$ cat config.mk
export PLATFORM = sky130hd
export DESIGN_NAME = rf_write_sequencer
export DESIGN_NICKNAME = d
export VERILOG_FILES = /design/src/rtl/rf_write_sequencer.sv
export SDC_FILE = /design/constraint.sdc
export NUM_CORES = 1
export LEC_CHECK = 0
export ABC_AREA = 1
export CAP_MARGIN = 30
export CELL_PAD_IN_SITES_DETAIL_PLACEMENT = 2
export CELL_PAD_IN_SITES_GLOBAL_PLACEMENT = 2
export CORE_MARGIN = 2
export CORE_UTILIZATION = 29
export CTS_CLUSTER_SIZE = 40
export DETAILED_ROUTE_END_ITERATION = 10
export GPL_TIMING_DRIVEN = 0
export PLACE_DENSITY_LB_ADDON = 0.08
export SLEW_MARGIN = 15
export SYNTH_ARGS = -nofsm -noshare
export SYNTH_HDL_FRONTEND = slang
export SYNTH_SLANG_ARGS = --single-unit
$ cat constraint.sdc
create_clock -name clk -period 3.3 [get_ports clk]
set_input_delay 0.99 -clock clk [delete_from_list [all_inputs] [get_ports clk]]
set_output_delay 0.99 -clock clk [all_outputs]
set_load 0.02 [all_outputs]
$ cat src/rtl/rf_write_sequencer.sv
// rf_write_sequencer: buffers register-file write requests in a small FIFO,
// issues at most one registered write per cycle, and runs a bulk CLEAR that
// zeroes every register one per cycle.
module rf_write_sequencer #(
  parameter int unsigned W     = 3,
  parameter int unsigned NREG  = 3,
  parameter int unsigned AW    = 2,
  parameter int unsigned DEPTH = 4
) (
  input  logic            clk,
  input  logic            reset,
  input  logic            req_valid,
  output logic            req_ready,
  input  logic [AW-1:0]   req_addr,
  input  logic [W-1:0]    req_data,
  input  logic            clr_start,
  output logic [W-1:0]    wr_din,
  output logic [NREG-1:0] wr_sel,
  output logic [2:0]      count,
  output logic            busy,
  output logic            err_addr
);

  localparam int unsigned PW = (DEPTH > 1) ? $clog2(DEPTH) : 1;
  localparam int unsigned IW = (NREG > 1) ? $clog2(NREG) : 1;
  localparam int unsigned CW = 3;

  typedef enum logic [1:0] {
    IDLE  = 2'd0,
    DRAIN = 2'd1,
    CLEAR = 2'd2
  } state_t;

  typedef struct packed {
    logic [AW-1:0] addr;
    logic [W-1:0]  data;
  } req_t;

  state_t          state_q, state_d;
  logic [CW-1:0]   count_q, count_d;
  logic [PW-1:0]   rd_q, rd_d;
  logic [PW-1:0]   wr_q, wr_d;
  logic [IW-1:0]   clr_idx_q, clr_idx_d;
  logic [W-1:0]    wr_din_q, wr_din_d;
  logic [NREG-1:0] wr_sel_q, wr_sel_d;
  logic            err_q, err_d;
  logic            push, pop;
  req_t            mem_q [DEPTH];
  req_t            head;

  // Ready reflects pre-edge occupancy, so a push can never hit a full FIFO.
  assign req_ready = reset & (count_q != CW'(DEPTH));
  assign push      = req_valid & req_ready;
  assign head      = mem_q[rd_q];

  assign wr_din   = wr_din_q;
  assign wr_sel   = wr_sel_q;
  assign count    = count_q;
  assign err_addr = err_q;
  assign busy     = (state_q == CLEAR) | (count_q != '0);

  // FIFO storage: written at the tail on every accepted push.
  always_ff @(posedge clk) begin
    if (push) begin
      mem_q[wr_q] <= '{addr: req_addr, data: req_data};
    end
  end

  // State, pointers, occupancy and registered write-port outputs.
  always_ff @(posedge clk) begin
    if (!reset) begin
      state_q   <= IDLE;
      count_q   <= '0;
      rd_q      <= '0;
      wr_q      <= '0;
      clr_idx_q <= '0;
      wr_din_q  <= '0;
      wr_sel_q  <= '0;
      err_q     <= 1'b0;
    end else begin
      state_q   <= state_d;
      count_q   <= count_d;
      rd_q      <= rd_d;
      wr_q      <= wr_d;
      clr_idx_q <= clr_idx_d;
      wr_din_q  <= wr_din_d;
      wr_sel_q  <= wr_sel_d;
      err_q     <= err_d;
    end
  end

  // Next-state and output decode; a clr_start in DRAIN suppresses that cycle's pop.
  always_comb begin
    state_d   = state_q;
    clr_idx_d = clr_idx_q;
    wr_din_d  = '0;
    wr_sel_d  = '0;
    err_d     = err_q;
    rd_d      = rd_q;
    wr_d      = wr_q;
    pop       = 1'b0;

    if (state_q == DRAIN && !clr_start && count_q != '0) begin
      pop = 1'b1;
    end
    count_d = count_q + CW'(push) - CW'(pop);
    if (push) begin
      wr_d = wr_q + PW'(1);
    end

    case (state_q)
      IDLE: begin
        if (clr_start) begin
          state_d   = CLEAR;
          clr_idx_d = '0;
        end else if (push) begin
          state_d = DRAIN;
        end
      end
      DRAIN: begin
        if (clr_start) begin
          state_d   = CLEAR;
          clr_idx_d = '0;
        end else if (pop) begin
          rd_d     = rd_q + PW'(1);
          wr_din_d = head.data;
          if (32'(head.addr) < NREG) begin
            wr_sel_d = NREG'(1) << head.addr;
          end else begin
            err_d = 1'b1;
          end
          if (count_d == '0) begin
            state_d = IDLE;
          end
        end
      end
      CLEAR: begin
        wr_sel_d  = NREG'(1) << clr_idx_q;
        clr_idx_d = clr_idx_q + IW'(1);
        if (clr_idx_q == IW'(NREG - 1)) begin
          clr_idx_d = '0;
          state_d   = (count_d != '0) ? DRAIN : IDLE;
        end
      end
      default: begin
        state_d = IDLE;
      end
    endcase
  end

endmodule

# After elaboration in Yosys (flattened, before gate mapping)
# Memory sizes are Yosys's and may differ from the RTL's. A register that Yosys moved wholly into a read port is not among the register bits.
# Index checks and enable logic that the tools add are counted.
# Widths: inputs -> output; s select.
# word_totals
input_bits,9
out_inout_bits,12
ff_bits,18
mem_bits_rw,20
memories,1
# memory_table
name,words,word_bits,read_ports,rd_ports_with_merged_regs,wr,line_no,text
mem_q,4,5,1,1,1,48,req_t mem_q [DEPTH];
# op_classes
add_sub_neg,5
eq_ne,9
reduce_logical,14
n_bitwise,8
n_shift,2
muxes,20
order_cmp,1
# op_table
cell,count
$mux 2,10
$mux 3,3
$ne 3x3->1 const B,3
$reduce_and 4->1,2
$add 2x1->2 const B,3
$pmux 2 s3,1
$pmux 3 s2,1
$reduce_bool 3->1,2
$shl 1x2->3 const A,2
$not 1->1,5
$eq 2x2->1 const B,2
$mux 1,4
$ne 2x1->1 const B,2
$pmux 2 s2,1
$reduce_or 4->1,1
$add 3x1->3,1
$logic_not 3->1,1
$ne 3x2->1 const B,1
$reduce_and 3->1,1
$sub 3x1->3,1
$and 1x1->1,2
$eq 2x1->1 const B,1
$logic_and 1x1->1,2
$logic_not 2->1,1
other kinds (6),6

# Depth between registers and ports, before layout
# Gate-level depths: netlist (run 1).
# depth
ltp_word,10
depth_mapped,19

# Least setup slack after synthesis (run 1)
# OpenSTA, ideal clock, no wires.
# synth_timing
kind,input to register
from,in clr_start
to,reg state_q[0]
arrival_ns,2.790
required_ns,3.187
setup_slack_ns,0.397
path_stages,17
setup_time_ns,0.113
cell_sequence,inv_1 nand2_1 inv_1 nand2_1 inv_2 ha_1 inv_1 ha_1 inv_1 fa_1 inv_1 nor2_1 nand3_2 nand2_2 nand3_4 nor2_1 nor2_1
# synth_between
elab_chain_cells,9
elab_cells_between_ends,16
classes_between,add/sub: 1; eq/ne: 3; mux: 6; reduce/logical: 6
# synth_lines
item,line_no,text
"start, declared",16,"input logic clr_start,"
$logic_not 1->1,103,if (state_q == DRAIN && !clr_start && count_q != '0) begin
$logic_and 1x1->1 (2 in series),103,
$mux 1,103,
$sub 3x1->3,106,count_d = count_q + CW'(push) - CW'(pop);
$reduce_bool 3->1,142,state_d = (count_d != '0) ? DRAIN : IDLE;
$mux 1,142,
$mux 2,140,if (clr_idx_q == IW'(NREG - 1)) begin
$pmux 2 s3,111,case (state_q)
"end signal, assigned",81,state_q <= state_d;
"end, declared",39,"state_t state_q, state_d;"
# Parallel ways exist; a longest one is shown, timed or not. The select of a mux whose other input is x is not followed.
# A chain may end at the register's enable or synchronous reset.

# Worst setup path after layout (run 1)
# layout_timing
from,in reset
to,out req_ready
# layout_between
elab_chain_cells,1
# layout_lines
item,line_no,text
"start, declared",11,"input logic reset,"
$and 1x1->1,52,assign req_ready = reset & (count_q != CW'(DEPTH));
"end, declared",13,"output logic req_ready,"
# No other way between the ends.

==> flow_metrics.tcl, run 1 <==
set metrics [dict create \
    worstPathMaxFanout 10 \
    insertion_delay_ns 0.29 \
    rr_worst_depth 18 \
    start_util_pct 30.2 \
    synth-seq-cells 40 \
    dr.pass1.iters 4 \
    tritoncts "done" \
    viasPerCell 4.64 \
    ys_warn_count 0 \
    worst_slew_pin_slew_ns 0.565 \
    area_growth_pct 24.9 \
    grt_use_total_pct 14.7 \
    outcome "finished, final reports clean" \
    maxSlewHeadroom_pct 62.2 \
    ys_top_cells_by_area "edfxtp_1 (34%), dfxtp_1 (22%), ha_1 (7.0%)" \
    ioPinCount 21 \
    avgSynthCellArea_um2 9.45 \
    gp_congestion 0.785 \
    coreArea_um2 5920 \
    post-route-period-util_pct 94.5 \
    crit_type "input port to primary output" \
    slew_viol_final 0 \
    multi_input_area_um2 654 \
    place_area_um2 2080 \
    start_kind "input port" \
    final_common_cell "inv_1" \
    hold_depth 2 \
    drt_iter0_drc 37 \
    port_buffers 20 \
    first_global_vias 1470 \
    die_w_um 82.5 \
    drive_gt1_share_pct 12.3 \
    max-vdd-ir-drop_uv 258 \
    cts_buffer_depth 2 \
    power.density_nw_per_um2 690 \
    crit_required_ns 2.31 \
    drt-total-wl_um 4460 \
    layout.area.seq_um2 1000 \
    clock-sinks 40 \
    rsz0062_at_grt "no" \
    fin_crit_ns 3.12 \
    holdWs_ns 0.502 \
    hp-class "register to register" \
    endpoint_kind "primary output" \
    drc_errors 0 \
    hpwl_um 3370 \
    dr_total_vias 1370 \
    routedWlPerCell_um 15.1 \
    grt-ovfl-total 0 \
    yosysTopAreaCell "edfxtp_1" \
    mostFrequentLayoutCells "inv_1 (28), nor2_1 (25), nand2_1 (24)" \
    synth_top_area_share_pct 33.6 \
    clkTransAtPathRegs_ns 0.08 \
    ant_nets 0 \
    setup_viol 0 \
    cts-buffers-inserted 5 \
    finalClockSkew_ns 0.00719 \
    root_buffer "clkbuf_8" \
    p_leak_nw 0.898 \
    syn_inst 189 \
    htree_levels 2 \
    die_y_um 82.5 \
    hold_viol 0 \
    antenna_cells 0 \
    synth_area_um2 1790 \
    grt_antenna_before_repair 0 \
    seq_area_frac_synth_pct 56.1 \
    fin_area_um2 2230 \
    layout.nets 239 \
    ys_types 20 \
    syn_nets 209 \
    cp_data_arrival_time_ns 2.13 \
    layoutNonFillerInstCount 295 \
    max_freq_mhz 321 \
    grt_pass1_wl_um 7190 \
    die-area_um2 6800 \
    dp_cells 284 \
    fillers 638 \
    finish.utilization_pct 37.7 \
    drv_cap 0 \
    grt_max_degree 14 \
    row_count 28 \
]
-- path summary, 6_finish.rpt --
kind / from / to / slack, ns
worst max-delay path: reset / req_ready / 0.18
worst min-delay path: err_addr$_SDFFE_PN0P_ / err_addr$_SDFFE_PN0P_ / 0.50
worst max register to register: state_q[1]$_SDFFE_PN0P_ / state_q[0]$_SDFFE_PN0P_ / 0.49
worst min register to register: err_addr$_SDFFE_PN0P_ / err_addr$_SDFFE_PN0P_ / 0.50
-- synthesized netlist by cell type --
library cell	count
buf_4	2
o21ai_1	4
nor3_1	3
a21oi_1	18
dfxtp_1	20
fa_1	1
nand3_4	2
ha_1	10
nand2_2	3
inv_2	3
nand2_1	25
inv_1	29
nand3_2	1
edfxtp_1	20
nand4_1	1
nand3_1	8
o21ai_0	11
nor2_2	1
a21oi_4	1
nor2_1	26
-- worst max-delay path: stages --
cell	delay, ns
dlygate4sd2_1	0.33
buf_4	0.23
inv_1	0.11
a21oi_1	0.12
dlygate4sd2_1	0.35
-- logic make-up after synthesis --
family                     Yosys count  synth area share [%]
AOI/OAI and AO/OA                   34                  10.2
DFF                                 40                  56.1
buffers and inverters               34                  7.57
and+or+nand+nor                     70                  18.1
adders and majority gates           11                  8.13
-- power by group --
| group | switching (W) | internal (W) |
|---|---|---|
| Combinational | 0.000302 | 0.000188 |
| Clock | 0.000184 | 0.000248 |
| Sequential | 0.0000448 | 0.000572 |
-- state kept, by name, summed over array words and instances (netlist names), named ones only --
| signal | count |
|---|---|
| state_q | 2 |
| wr_sel | 3 |
| wr_q | 2 |
| mem_q | 20 |
| err_addr | 1 |
| clr_idx_q | 2 |
| rd_q | 2 |
| wr_din | 3 |
| count | 3 |
-- stage by stage --
step                      setup WS, ns  power [W]  TNS (ns)
after global routing            0.0286    0.00164         0
after CTS                       0.0944    0.00156         0
final                            0.181    0.00154         0
after detailed placement        -0.452    0.00111     -1.27
after global placement          -0.364    0.00108    -0.994
after floorplan                  0.397   0.000930         0
-- layer usage --
layer / vias up / share of wire [%] / global-route usage (%)
met5: - / 0 / 0
met4: 0 / 1.3 / 4.50
met3: 6 / 2.5 / 3.37
met2: 19 / 50 / 25.1
met1: 672 / 46 / 18.4
li1: 673 / - / -
-- layout make-up --
type	count	share of cell area, %
multi-input combinational	115	29.3
timing repair buffer	23	9.82
buffer	2	0.673
clock inverter	2	1.74
clock buffer	6	3.70
sequential	40	44.9
inverter	32	5.61
tap	75	4.21
-- timing repair --
action | 4_1_cts | 5_1_grt
pin swaps | 0 | 1
hold buffers | 0 | 0
endpoints found under the setup margin | 3 | 2
gates resized for setup | 7 | 1
cloned | 0 | 0
setup buffers | 0 | 3
No activity file was read; power rests on OpenSTA's default activity.
==> inputs of run 2 (changes only) <==
Settings changed: ABC_AREA 1 to not set, CTS_CLUSTER_DIAMETER set to 200.
==> flow_metrics.tcl, run 2 <==
set metrics [dict create \
    hp-start "state_q[0]$_SDFFE_PN0P_" \
    drive_gt1_share_pct 23.1 \
    grt-ovfl-total 0 \
    tritoncts "done" \
    start_util_pct 29.8 \
    synth_area_um2 1750 \
    layout.nets 179 \
    reg2reg_to "state_q[1]$_SDFFE_PN0P_" \
    row_count 28 \
    ys_types 37 \
    max_freq_mhz 332 \
    fin_crit_ns 3.02 \
    gp_congestion 0.672 \
    setup_viol 0 \
    critical-path-top-delay-family "adder cells" \
    insertion_delay_ns 0.30 \
    cpPeakStageDelay_ns 0.52 \
    dp_cells 224 \
    area_growth_pct 27.2 \
    power.density_nw_per_um2 694 \
    avgSynthCellArea_um2 13.6 \
    layoutNonFillerInstCount 235 \
    crit_buf_inv 4 \
    coreArea_um2 5890 \
    syn_nets 149 \
    die-area_um2 6680 \
    hp-class "register to register" \
    largest_register_ffs 20 \
    dr.pass1.iters 4 \
    max-vdd-ir-drop_uv 217 \
    routedWlPerCell_um 15.5 \
    post-route-period-util_pct 91.4 \
    first_global_vias 1181 \
    drt-total-wl_um 3640 \
    grt_pass1_wl_um 5890 \
    rsz0062_at_grt "no" \
    port_buffers 20 \
    mostFrequentLayoutCells "dfxtp_1 (20), edfxtp_1 (20), clkdlybuf4s50_1 (16)" \
    seq_area_frac_synth_pct 57.1 \
    reg2reg_slack_ns 0.41 \
    cpMaxStageDelayCell "fa_1" \
    place_area_um2 2050 \
    grt_max_degree 15 \
    ioPinCount 21 \
    min_to "state_q[0]$_SDFFE_PN0P_" \
    maxSlewHeadroom_pct 51.2 \
    finalClockSkew_ns 0.00712 \
    rr_worst_depth 11 \
    ant_nets 0 \
    worstPathCellList "dlygate4sd2_1 -> and3_4 -> inv_6 -> ha_1 -> inv_1 -> ha_2 -> inv_2 -> fa_1 -> nor2b_4 -> a31oi_4 -> a211oi_4 -> mux2i_1" \
    p_leak_nw 0.839 \
    clock-sinks 40 \
    antenna_cells 0 \
    holdWs_ns 0.507 \
    drc_errors 0 \
    ys_warn_count 0 \
    synth-seq-cells 40 \
    die_w_um 81.7 \
    endpoint_kind "register" \
    cp_data_arrival_time_ns 3.24 \
    r2r_start "count[1]$_SDFF_PN0_" \
    ctsHoldBuffers 0 \
    regMostFlops "mem_q" \
    root_buffer "clkbuf_8" \
    hold_depth 2 \
    syn_inst 129 \
    start_kind "input port" \
    cts-buffers-inserted 5 \
    ys.flop_type "edfxtp_1" \
    hold_viol 0 \
    dr_total_vias 1058 \
    grt_use_total_pct 12.3 \
    finish.utilization_pct 37.9 \
    die_y_um 81.7 \
    outcome "finished, final reports clean" \
    worst_slew_pin_slew_ns 0.727 \
    crit_type "input port to register" \
    cts_buffer_depth 2 \
    worstPathMaxFanout 3 \
    synth_top_area_share_pct 34.3 \
    viasPerCell 4.50 \
    yosys-top-cells-count "dfxtp_1 (20), edfxtp_1 (20), ha_1 (10)" \
    drv_cap 0 \
    drt_iter0_drc 26 \
    clkTransAtPathRegs_ns 0.08 \
    synth_edf_count 20 \
    htree_levels 2 \
    fin_area_um2 2230 \
    fin_ws_ns 0.284 \
    async_reset_ff_share_pct 0 \
    pre_cts_slack_ns -0.730 \
    crit_required_ns 3.52 \
    yosysTopAreaCell "edfxtp_1" \
    ys_top_cells_by_area "edfxtp_1 (34%), dfxtp_1 (23%), ha_1 (7.1%)" \
    hpwl_um 2710 \
    grt_antenna_before_repair 0 \
    slew_viol_final 0 \
]
run 2: cell types whose count changed in the layout (fill, tap and decap cells not counted), moves of 6 or more:
cell,change
and2_1,+7
nor2_1,-24
nand2_1,-19
o21ai_0,-10
a21oi_1,-16
nand3_1,-6
inv_1,-20
run 2: metrics by stage:
stage	TNS, ns	total power, W
after CTS	0	0.00155
final	0	0.00155
after detailed placement	-2.05	0.00109
after floorplan	0	0.000934
after global routing	0	0.00165
after global placement	-1.91	0.00108
run 2: layout make-up:
cell class,count,area [um2]
Buffer,3,13.8
Clock buffer,5,68.8
Clock inverter,3,46.3
Fill cell,631,3660
Inverter,10,42.5
Multi-Input combinational cell,75,731
Sequential cell,40,1000
Tap cell,75,93.8
Timing Repair Buffer,24,233
run 2: how the worst max path moves through the flow:
| stage | startpoint | cells past startpoint | end | slack [ns] |
|---|---|---|---|---|
| 2_1_floorplan | clr_start | 11 | state_q[1]$_SDFFE_PN0P_ | 0.15 |
| 3_3_place_gp | clr_start | 12 | state_q[1]$_SDFFE_PN0P_ | -0.70 |
| 3_5_place_dp | clr_start | 12 | state_q[1]$_SDFFE_PN0P_ | -0.73 |
| 4_1_cts | clr_start | 12 | state_q[1]$_SDFFE_PN0P_ | 0.009 |
| 5_1_grt | reset | 12 | state_q[1]$_SDFFE_PN0P_ | 0.13 |
| 6_report | reset | 12 | state_q[1]$_SDFFE_PN0P_ | 0.28 |
run 2: cell families after synthesis:
group	share of synthesized area, %
AO/OA/AOI/OAI	5.00
flip-flops	57.1
buffers and inverters	3.78
AND/OR/NAND/NOR	13.6
adder cells (fa/ha/maj)	8.28
XOR/XNOR	2.86
multiplexers	9.35
run 2: report_power, final:
part / internal [W] / switching [W] / leakage (nW)
Clock: 0.000228 / 0.000187 / 0.0548
Combinational: 0.000250 / 0.000267 / 0.441
Sequential: 0.000573 / 0.0000421 / 0.344
run 2: routing by layer:
| layer | up-vias | global-route usage [%] | part of all wire [%] |
|---|---|---|---|
| li1 | 509 | - | - |
| met1 | 526 | 16.1 | 47 |
| met3 | 8 | 2.64 | 2.7 |
| met4 | 0 | 6.00 | 2.0 |
| met2 | 15 | 19.3 | 49 |
| met5 | - | 0 | 0 |
run 2: worst min-delay path: cells and delay by family, from the launching register on:
family	cells	cell delay, ns
DFF	1	0.35
and+or+nand+nor	1	0.07
muxes	1	0.05
run 2: repair_timing:
item                       CTS  global route
buffers inserted             3             1
pin swaps                    3             3
setup endpoints to repair    3             2
gates resized for setup     11             5
